--- config.mk ---
export PLATFORM = sky130hd
export DESIGN_NAME = bullet_pool_ctrl_flat
export DESIGN_NICKNAME = d
export VERILOG_FILES = /design/src/rtl/bullet_pool_ctrl_if.sv /design/src/rtl/bullet_pool_ctrl.sv /design/src/flat_wrapper.sv
export SDC_FILE = /design/constraint.sdc
export NUM_CORES = 1
export LEC_CHECK = 0
export CAP_MARGIN = 0
export CORE_MARGIN = 1.5
export CORE_UTILIZATION = 45
export DETAILED_ROUTE_END_ITERATION = 16
export DONT_BUFFER_PORTS = 1
export SYNTH_ARGS = -nofsm -noshare
export SYNTH_HDL_FRONTEND = slang
export SYNTH_SLANG_ARGS = --single-unit
--- constraint.sdc ---
create_clock -name Clk -period 5.4 [get_ports Clk]
set_clock_uncertainty 0.15 [all_clocks]
set_input_delay 1.35 -clock Clk [delete_from_list [all_inputs] [get_ports Clk]]
set_output_delay 1.35 -clock Clk [all_outputs]
set_load 0.02 [all_outputs]
--- src/rtl/bullet_pool_ctrl_if.sv ---
// Collision-side bus of the bullet pool: hit reports flow into the pool,
// per-slot liveness and packed positions flow back out.
interface bullet_pool_ctrl_if #(
  parameter int NUM_SLOTS = 4
);
  logic                     hit_valid;
  logic [2:0]               hit_slot;
  logic [NUM_SLOTS-1:0]     bullet_active;
  logic [10*NUM_SLOTS-1:0]  BulletX_all;
  logic [10*NUM_SLOTS-1:0]  BulletY_all;

  // Collision logic reports hits and observes bullets.
  modport master (
    output hit_valid, hit_slot,
    input  bullet_active, BulletX_all, BulletY_all
  );

  // The pool consumes hits and publishes bullets.
  modport slave (
    input  hit_valid, hit_slot,
    output bullet_active, BulletX_all, BulletY_all
  );
endinterface

--- src/rtl/bullet_pool_ctrl.sv ---
// Bullet scheduler: decodes fire keys with a per-frame cooldown, allocates
// slots, steps live bullets once per frame and answers per-pixel queries.
module bullet_pool_ctrl #(
  parameter int         NUM_SLOTS = 4,
  parameter logic [9:0] X_MIN     = 10'd170,
  parameter logic [9:0] X_MAX     = 10'd469,
  parameter logic [9:0] SPEED_X   = 10'd4,
  parameter logic [9:0] SPEED_Y   = 10'd10,
  parameter logic [9:0] BULLET_S  = 10'd2,
  parameter logic [3:0] COOLDOWN  = 4'd6
) (
  input  logic        Clk,
  input  logic        Reset,
  input  logic        frame_clk,
  input  logic        game_en,
  input  logic [7:0]  keycode,
  input  logic [7:0]  keycode_ext,
  input  logic [9:0]  DoodleX,
  input  logic [9:0]  DoodleY,
  input  logic [9:0]  DoodleS,
  input  logic [9:0]  DrawX,
  input  logic [9:0]  DrawY,
  output logic        is_bullet,
  output logic        shot_pulse,
  output logic [15:0] shots_fired,
  bullet_pool_ctrl_if.slave bus
);

  typedef enum logic {S_IDLE = 1'b0, S_FLY = 1'b1} slot_state_t;

  slot_state_t r_state     [NUM_SLOTS];
  slot_state_t w_state_nxt [NUM_SLOTS];
  logic [9:0]  r_x [NUM_SLOTS], r_y [NUM_SLOTS], r_vx [NUM_SLOTS], r_vy [NUM_SLOTS];
  logic [9:0]  w_x_nxt [NUM_SLOTS], w_y_nxt [NUM_SLOTS];
  logic [9:0]  w_vx_nxt [NUM_SLOTS], w_vy_nxt [NUM_SLOTS];
  logic [9:0]  w_nx [NUM_SLOTS], w_ny [NUM_SLOTS];
  logic        w_retire [NUM_SLOTS];

  logic [3:0]  r_cd, w_cd_nxt;
  logic        r_shot, w_shot_nxt;
  logic [15:0] r_shots, w_shots_nxt;
  logic        r_frame_q, r_frame_qq;
  logic        w_tick;
  logic        w_key_up, w_key_right, w_key_left, w_fire_req;
  logic [9:0]  w_fire_vx;
  logic        w_alloc;
  logic [2:0]  w_alloc_idx;
  logic        w_pix_hit;

  // Frame strobe history: one sampling flop, one edge-detect flop.
  always_ff @(posedge Clk) begin
    // NOTE: sequential state is only ever assigned with <=, so every flop sees pre-edge values.
    if (!Reset) begin
      r_frame_q  <= 1'b0;
      r_frame_qq <= 1'b0;
    end else begin
      r_frame_q  <= frame_clk;
      r_frame_qq <= r_frame_q;
    end
  end

  assign w_tick = r_frame_q & ~r_frame_qq;

  // Fire-key decode; up beats right beats left on either keycode input.
  assign w_key_up    = (keycode == 8'd82) || (keycode_ext == 8'd82);
  assign w_key_right = (keycode == 8'd79) || (keycode_ext == 8'd79);
  assign w_key_left  = (keycode == 8'd80) || (keycode_ext == 8'd80);
  assign w_fire_req  = w_key_up | w_key_right | w_key_left;
  assign w_fire_vx   = w_key_up ? 10'd0 : (w_key_right ? SPEED_X : (10'd0 - SPEED_X));

  // Lowest-index idle slot from the registered mask; later iterations win,
  // so scanning downward leaves the lowest index selected.
  always_comb begin
    w_alloc     = 1'b0;
    w_alloc_idx = '0;
    if (game_en && w_tick && w_fire_req && (r_cd == '0)) begin
      for (int i = NUM_SLOTS - 1; i >= 0; i--) begin
        if (r_state[i] == S_IDLE) begin
          w_alloc     = 1'b1;
          w_alloc_idx = 3'(i);
        end
      end
    end
  end

  // Candidate next position and exit test for every slot.
  always_comb begin
    for (int i = 0; i < NUM_SLOTS; i++) begin
      w_nx[i]     = r_x[i] + r_vx[i];
      w_ny[i]     = r_y[i] + r_vy[i];
      w_retire[i] = (r_y[i] < SPEED_Y) || (w_nx[i] < X_MIN) || (w_nx[i] > X_MAX);
    end
  end

  // Slot FSM next-state, movement, allocation and cooldown.
  always_comb begin
    // NOTE: every variable gets a default first so no path can infer a latch.
    for (int i = 0; i < NUM_SLOTS; i++) begin
      w_state_nxt[i] = r_state[i];
      w_x_nxt[i]     = r_x[i];
      w_y_nxt[i]     = r_y[i];
      w_vx_nxt[i]    = r_vx[i];
      w_vy_nxt[i]    = r_vy[i];
    end
    w_cd_nxt    = r_cd;
    w_shot_nxt  = 1'b0;
    w_shots_nxt = r_shots;

    if (!game_en) begin
      for (int i = 0; i < NUM_SLOTS; i++) w_state_nxt[i] = S_IDLE;
      w_cd_nxt = '0;
    end else begin
      for (int i = 0; i < NUM_SLOTS; i++) begin
        if (r_state[i] == S_FLY) begin
          if (bus.hit_valid && (bus.hit_slot == 3'(i))) begin
            w_state_nxt[i] = S_IDLE;
          end else if (w_tick) begin
            if (w_retire[i]) begin
              w_state_nxt[i] = S_IDLE;
            end else begin
              w_x_nxt[i] = w_nx[i];
              w_y_nxt[i] = w_ny[i];
            end
          end
        end
      end
      if (w_alloc) begin
        for (int i = 0; i < NUM_SLOTS; i++) begin
          if (3'(i) == w_alloc_idx) begin
            w_state_nxt[i] = S_FLY;
            w_x_nxt[i]     = DoodleX;
            w_y_nxt[i]     = DoodleY - DoodleS;
            w_vx_nxt[i]    = w_fire_vx;
            w_vy_nxt[i]    = 10'd0 - SPEED_Y;
          end
        end
        w_cd_nxt    = COOLDOWN;
        w_shot_nxt  = 1'b1;
        w_shots_nxt = r_shots + 16'd1;
      end else if (w_tick && (r_cd != '0)) begin
        w_cd_nxt = r_cd - 4'd1;
      end
    end
  end

  // Slot, cooldown and counter registers.
  always_ff @(posedge Clk) begin
    if (!Reset) begin
      // NOTE: the slot arrays are small register files, not RAM, so they are reset like ordinary flops.
      for (int i = 0; i < NUM_SLOTS; i++) begin
        r_state[i] <= S_IDLE;
        r_x[i]     <= '0;
        r_y[i]     <= '0;
        r_vx[i]    <= '0;
        r_vy[i]    <= '0;
      end
      r_cd    <= '0;
      r_shot  <= 1'b0;
      r_shots <= '0;
    end else begin
      for (int i = 0; i < NUM_SLOTS; i++) begin
        r_state[i] <= w_state_nxt[i];
        r_x[i]     <= w_x_nxt[i];
        r_y[i]     <= w_y_nxt[i];
        r_vx[i]    <= w_vx_nxt[i];
        r_vy[i]    <= w_vy_nxt[i];
      end
      r_cd    <= w_cd_nxt;
      r_shot  <= w_shot_nxt;
      r_shots <= w_shots_nxt;
    end
  end

  // Pixel query: 11-bit sums so the window never wraps at the screen edges.
  always_comb begin
    w_pix_hit = 1'b0;
    for (int i = 0; i < NUM_SLOTS; i++) begin
      if ((r_state[i] == S_FLY) &&
          ({1'b0, DrawX} + {1'b0, BULLET_S} >= {1'b0, r_x[i]}) &&
          ({1'b0, DrawX} <= {1'b0, r_x[i]} + {1'b0, BULLET_S}) &&
          ({1'b0, DrawY} + {1'b0, BULLET_S} >= {1'b0, r_y[i]}) &&
          ({1'b0, DrawY} <= {1'b0, r_y[i]} + {1'b0, BULLET_S}))
        w_pix_hit = 1'b1;
    end
  end

  // Publish registered state.
  always_comb begin
    bus.bullet_active = '0;
    bus.BulletX_all   = '0;
    bus.BulletY_all   = '0;
    for (int i = 0; i < NUM_SLOTS; i++) begin
      bus.bullet_active[i]      = (r_state[i] == S_FLY);
      bus.BulletX_all[10*i +: 10] = r_x[i];
      bus.BulletY_all[10*i +: 10] = r_y[i];
    end
  end

  assign is_bullet   = w_pix_hit;
  assign shot_pulse  = r_shot;
  assign shots_fired = r_shots;

endmodule

--- src/flat_wrapper.sv ---
// flat-port wrapper written by rule: the top's interface ports become plain ports
module bullet_pool_ctrl_flat 
#(
  parameter int         NUM_SLOTS = 4,
  parameter logic [9:0] X_MIN     = 10'd170,
  parameter logic [9:0] X_MAX     = 10'd469,
  parameter logic [9:0] SPEED_X   = 10'd4,
  parameter logic [9:0] SPEED_Y   = 10'd10,
  parameter logic [9:0] BULLET_S  = 10'd2,
  parameter logic [3:0] COOLDOWN  = 4'd6
)
  (Clk, Reset, frame_clk, game_en, keycode, keycode_ext, DoodleX, DoodleY, DoodleS, DrawX, DrawY, is_bullet, shot_pulse, shots_fired, bus_hit_valid, bus_hit_slot, bus_bullet_active, bus_BulletX_all, bus_BulletY_all);
  bullet_pool_ctrl_if #(.NUM_SLOTS(NUM_SLOTS)) bus_i ();
  input  logic Clk;
  input  logic Reset;
  input  logic frame_clk;
  input  logic game_en;
  input  logic [7:0] keycode;
  input  logic [7:0] keycode_ext;
  input  logic [9:0] DoodleX;
  input  logic [9:0] DoodleY;
  input  logic [9:0] DoodleS;
  input  logic [9:0] DrawX;
  input  logic [9:0] DrawY;
  output logic is_bullet;
  output logic shot_pulse;
  output logic [15:0] shots_fired;
  input wire logic [$bits(bus_i.hit_valid)-1:0] bus_hit_valid;
  input wire logic [$bits(bus_i.hit_slot)-1:0] bus_hit_slot;
  output wire logic [$bits(bus_i.bullet_active)-1:0] bus_bullet_active;
  output wire logic [$bits(bus_i.BulletX_all)-1:0] bus_BulletX_all;
  output wire logic [$bits(bus_i.BulletY_all)-1:0] bus_BulletY_all;
  assign bus_i.hit_valid = bus_hit_valid;
  assign bus_i.hit_slot = bus_hit_slot;
  assign bus_bullet_active = bus_i.bullet_active;
  assign bus_BulletX_all = bus_i.BulletX_all;
  assign bus_BulletY_all = bus_i.BulletY_all;
  bullet_pool_ctrl #(.NUM_SLOTS(NUM_SLOTS), .X_MIN(X_MIN), .X_MAX(X_MAX), .SPEED_X(SPEED_X), .SPEED_Y(SPEED_Y), .BULLET_S(BULLET_S), .COOLDOWN(COOLDOWN)) u_core (.Clk(Clk), .Reset(Reset), .frame_clk(frame_clk), .game_en(game_en), .keycode(keycode), .keycode_ext(keycode_ext), .DoodleX(DoodleX), .DoodleY(DoodleY), .DoodleS(DoodleS), .DrawX(DrawX), .DrawY(DrawY), .is_bullet(is_bullet), .shot_pulse(shot_pulse), .shots_fired(shots_fired), .bus(bus_i));
endmodule
After elaboration in Yosys (flattened, before gate mapping)

Memories as Yosys holds them, arrays and structs flattened.
Index checks and enable logic that the tools add are counted.
W data, S select, Z words.

Output and inout port bits: 102
Logic and storage cells: 260
RAM bits: 164
Register bits after elaboration: 23
Memories kept: 5

Memories:

| memory         | words | bits a word | read ports | clocked after memory_dff | write ports | RTL line               | RTL |
|---|---|---|---|---|---|---|---|
| u_core.r_vx    | 4     | 10          | 4          | 0                        | 4           | bullet_pool_ctrl.sv:33 | `logic [9:0] r_x [NUM_SLOTS], r_y [NUM_SLOTS], r_vx [NUM_SLOTS], r_vy [NUM_SLOTS];` |
| u_core.r_vy    | 4     | 10          | 4          | 0                        | 4           | bullet_pool_ctrl.sv:33 |  |
| u_core.r_x     | 4     | 10          | 4          | 0                        | 4           | bullet_pool_ctrl.sv:33 |  |
| u_core.r_y     | 4     | 10          | 4          | 0                        | 4           | bullet_pool_ctrl.sv:33 |  |
| u_core.r_state | 4     | 1           | 4          | 0                        | 4           | bullet_pool_ctrl.sv:31 | `slot_state_t r_state [NUM_SLOTS];` |

Reductions and logical operators: 43
Equal/unequal tests: 12
Magnitude comparators: 28
Bitwise operators: 26
$add $sub $neg: 21
Multiplexer cells: 119

Operators by type and width:

| kind                    | number |
|---|---|
| $mux W10                | 66 |
| $mux W40                | 8 |
| $add A10 B2 Y11 const B | 10 |
| $ge A11 B10 Y1          | 8 |
| $le A10 B11 Y1          | 8 |
| $add A10 B10 Y10        | 8 |
| $eq A8 B7 Y1 const B    | 6 |
| $gt A10 B9 Y1 const B   | 4 |
| $lt A10 B4 Y1 const B   | 4 |
| $lt A10 B8 Y1 const B   | 4 |
| $mux W1                 | 36 |
| $logic_and A1 B1 Y1     | 24 |
| $or A1 B1 Y1            | 22 |
| $mux W3                 | 6 |
| $add A16 B1 Y16 const B | 1 |
| $logic_or A1 B1 Y1      | 11 |
| $sub A10 B10 Y10        | 1 |
| $mux W4                 | 2 |
| $eq A2 B3 Y1 const A    | 2 |
| $eq A3 B2 Y1 const B    | 2 |
| $logic_not A3 Y1        | 2 |
| $logic_not A4 Y1        | 1 |
| $reduce_and A2 Y1       | 2 |
| $reduce_bool A4 Y1      | 1 |
| 8 further kinds         | 10 |

Longest topological paths before layout

An unclocked memory read counts as a cell.

Depth after elaboration: 13
Mapped depth: 15

Worst setup path before layout

Ideal clock, no wire load.

Kind: input to output
Start point: in DrawX[1]
End point: out is_bullet
Setup slack: 314 ps
Cell stages on the path: 9
Arrival time: 3586 ps
Required time: 3900 ps
Path through: ha_1 nand3_1 xnor2_1 ha_1 a2111oi_0 a21oi_1 a2111oi_0 o22ai_1 or3_1

Word-level cells in the longest chain between the ends: 10

Ends and longest elaborated chain:

| item                  | RTL line                | RTL |
|---|---|---|
| from (decl)           | flat_wrapper.sv:23      | `input logic [9:0] DrawX;` |
| $add A10 B2 Y11       | bullet_pool_ctrl.sv:179 | `({1'b0, DrawX} + {1'b0, BULLET_S} >= {1'b0, r_x[i]}) &&` |
| $ge A11 B10 Y1        | bullet_pool_ctrl.sv:179 |  |
| $logic_and A1 B1 Y1   | bullet_pool_ctrl.sv:178 | `if ((r_state[i] == S_FLY) &&` |
| $logic_and A1 B1 Y1   | bullet_pool_ctrl.sv:179 |  |
| $logic_and A1 B1 Y1   | bullet_pool_ctrl.sv:180 | `({1'b0, DrawX} <= {1'b0, r_x[i]} + {1'b0, BULLET_S}) &&` |
| $logic_and A1 B1 Y1   | bullet_pool_ctrl.sv:181 | `({1'b0, DrawY} + {1'b0, BULLET_S} >= {1'b0, r_y[i]}) &&` |
| $mux W1 (3 in series) | bullet_pool_ctrl.sv:178 |  |
| $mux W1 (*)           | bullet_pool_ctrl.sv:178 |  |
| to (decl)             | flat_wrapper.sv:25      | `output logic is_bullet;` |

Every way passes the cells marked *; elsewhere a longest branch is shown, timed or not.

Final worst setup path

Same ends and word-level chain as after synthesis.

==> flow_metrics.env <==
export IMPL_drt_total_wl_mm=44.5
export IMPL_drt_pass1_iterations=7
export IMPL_drc_errors=0
export IMPL_drive_gt1_share_pct=6.98
export IMPL_crit_type="in2out"
export IMPL_rows=61
export IMPL_syn_cell_area_mm2=0.0130
export IMPL_slew_headroom_pct=18.2
export IMPL_htreeDepth=4
export IMPL_worst_r2r_endpoint="u_core.r_y[3][1]"
export IMPL_grt_pass1_vias=12000
export IMPL_drv_cap=0
export IMPL_p_leak_uw=0.00562
export IMPL_avgSynthCellArea_um2=7.97
export IMPL_nNetsFinal=1962
export IMPL_start_util_pct=46.2
export IMPL_synthTopCellsByArea="ha_1 (22%), dfxtp_1 (18%), xnor2_1 (6.6%), o21ai_0 (4.4%), a21oi_1 (4.3%)"
export IMPL_yosys_most_used_dff="dfxtp_1"
export IMPL_grt_pass1_wl_mm=68.9
export IMPL_synth_top_area_share_pct=22.2
export IMPL_ys_warnings_count=0
export IMPL_ir_worst_vdd_v=0.000175
export IMPL_r2r_slack_ns=1.31
export IMPL_p_total_uw=2430
export IMPL_ys_ff_latch=119
export IMPL_synth_edf_count=0
export IMPL_grtUsageTotal_pct=29.1
export IMPL_report_final_slew_viol_count=0
export IMPL_cp_arrival_ns=3.73
export IMPL_grt_max_degree=59
export IMPL_die_width_um=173
export IMPL_clk_pin_slew_worst_paths_ns=0.06
export IMPL_ff2ff_path_depth=11
export IMPL_cts_tree="done"
export IMPL_period_share_pct=96.9
export IMPL_io_buffers=0
export IMPL_p_per_area_mw_per_mm2=170
export IMPL_clockBufferDepth=2
export IMPL_viasPerCell=6.26
export IMPL_synth_cells=1627
export IMPL_wl_per_cell_um=21.8
export IMPL_worstHoldEndpoint="u_core.r_vx[3][2]"
export IMPL_synth_area_leader_cell="ha_1"
export IMPL_gp_congestion=0.948
export IMPL_finalSetupViolCount=0
export IMPL_num_io_pins=176
export IMPL_cts_sinks=119
export IMPL_antenna_found_initial=1
export IMPL_worst_slew_pin_slew_ns=1.23
export IMPL_status="completed"
export IMPL_num_vias=12800
export IMPL_clkLatencyLatePin_ns=0.43
export IMPL_hold_class="reg2reg"
export IMPL_ant_nets=0
export IMPL_grt_overflow=0
export IMPL_post_route_util_pct=50.7
export IMPL_numCtsBuffers=17
export IMPL_hold_depth=2
export IMPL_min_period_ns=5.23
export IMPL_grt_setup_unrepaired="no"
export IMPL_dieHeight_um=173
export IMPL_die_area_mm2=0.0298
export IMPL_setup_slack_ns=0.168
export IMPL_place_hpwl_mm=34.9
export IMPL_finalHoldViolCount=0
export IMPL_fmax_mhz=191
export IMPL_ys_seq_area_share_pct=18.4
export IMPL_async_flop_share_pct=0
export IMPL_worstPathMaxFanout=7
export IMPL_syn_num_nets=1940
export IMPL_synth_cell_types=80
export IMPL_pre_cts_ws_ns=0.0260
export IMPL_hp_start="u_core.r_vx[3][2]"
export IMPL_start_kind="input pin"
export IMPL_syn_to_final_growth_pct=9.78
export IMPL_placeableCoreArea_mm2=0.0281
export IMPL_clockRootBuffer="clkbuf_16"
export IMPL_crit_path_end_kind="output port"
export IMPL_cp_required_ns=3.90
export IMPL_drtIter0Drc=955
export IMPL_tns_ns=0
export IMPL_rr_startpoint="u_core.r_x[3][2]"
## power by group
part | total, uW | leakage (uW) | switching, uW | internal, uW
Sequential | 893 | 0.000960 | 10.8 | 882
Combinational | 380 | 0.00439 | 222 | 158
Clock | 1150 | 0.000277 | 471 | 682
Total | 2430 | 0.00562 | 704 | 1720
## cells by family (layout without fill, tap and decap cells)
family | after synthesis | in the layout | share of synthesized area (%)
compound gates | 474 | 474 | 24.4
buf+inv | 179 | 214 | 5.41
xor+xnor | 122 | 122 | 8.24
fa+ha+maj | 239 | 239 | 23.6
simple gates | 487 | 487 | 19.4
other cells | 0 | 1 | 0
flops | 119 | 119 | 18.4
mux | 7 | 7 | 0.540
## metrics by stage
stage / hold WS, ns / cell area, um2 / cells
floorplan: 0.290 / 13000 / 1627
global placement: 0.300 / 13600 / 2008
detailed placement: 0.309 / 13600 / 2008
CTS: 0.317 / 14200 / 2040
global route: 0.343 / 14200 / 2040
finish: 0.318 / 14200 / 2041
## sequential cells by signal, indices dropped and copies added, names as in the netlist, 4 cells and up
name                flops
u_core.r_y             40
u_core.r_x             40
u_core.r_vy             4
u_core.r_cd             4
u_core.shots_fired     16
u_core.r_vx             8
u_core.r_state          4
## synthesized netlist by cell type, types with 7 or more instances
cell,n
ha_1,230
inv_1,127
dfxtp_1,119
o21ai_0,114
a21oi_1,111
nor2_1,99
xnor2_1,98
nand2_1,97
nand3_1,66
nor3_1,43
clkbuf_1,36
a211oi_1,35
nor2b_1,29
a21o_1,28
nand4_1,26
and3_1,25
xor2_1,24
or3_1,23
a221oi_1,19
a31oi_1,19
nand2b_1,19
o21a_1,19
nor4_1,14
o22ai_1,12
o211ai_1,11
o221ai_1,10
a22oi_1,9
fa_1,9
a2111oi_0,7
a211o_1,7
and4_1,7
mux2i_1,7
nor3b_1,7
o31ai_1,7
o32ai_1,7
## routing by layer
metal | global-route usage, % | vias up | part of all wire, %
li1 | - | 6106 | -
met4 | 10.0 | 0 | 2.7
met5 | 0 | - | 0
met3 | 6.68 | 75 | 8.3
met2 | 46.0 | 491 | 44
met1 | 38.9 | 6104 | 45
## critical path: stages
cell and delay [ns]:
ha_1 0.20, nand3_1 0.11, xnor2_1 0.22, buf_4 0.17
ha_1 0.23, o21ai_0 0.17, nor2_1 0.06, nor4_1 0.29
o21bai_1 0.12, a211oi_1 0.26, nor4_1 0.08, or3_4 0.46
## timing repair
| item | 4_1_cts | 5_1_grt |
|---|---|---|
| gates resized for setup | 0 | 6 |
| endpoints found under the setup margin | 0 | 1 |
| buffers inserted | 0 | 0 |
| hold buffers | 0 | 0 |
## how the worst max path moves through the flow
| stage | start | to | slack, ns | cells after the start |
|---|---|---|---|---|
| final | DrawX[1] | is_bullet | 0.17 | 12 |
| after global routing | DrawX[1] | is_bullet | 0.03 | 12 |
| after CTS | DrawX[2] | is_bullet | 0.007 | 11 |
| after detailed placement | DrawX[2] | is_bullet | 0.03 | 11 |
| after global placement | DrawX[2] | is_bullet | 0.06 | 11 |
| after floorplan | DrawX[1] | is_bullet | 0.31 | 9 |
## cells in the final DEF, fill, tap and decap left out, types with 42 or more instances in the layout
master   count
inv_1      127
nand3_1     66
xnor2_1     96
nand2_1     97
o21ai_0    114
ha_1       230
nor3_1      42
nor2_1      99
a21oi_1    111
buf_4       51
dfxtp_1    118
## cell type report
class	instances	area [um2]
inverters	131	492
fillers	2813	13900
well taps	378	473
multi-input cells	1329	9920
repair buffers	51	383
clock inverters	14	150
diodes	1	2.50
clock buffers	18	429
flip-flops and latches	119	2380
Power figures use the tool's default switching activity.
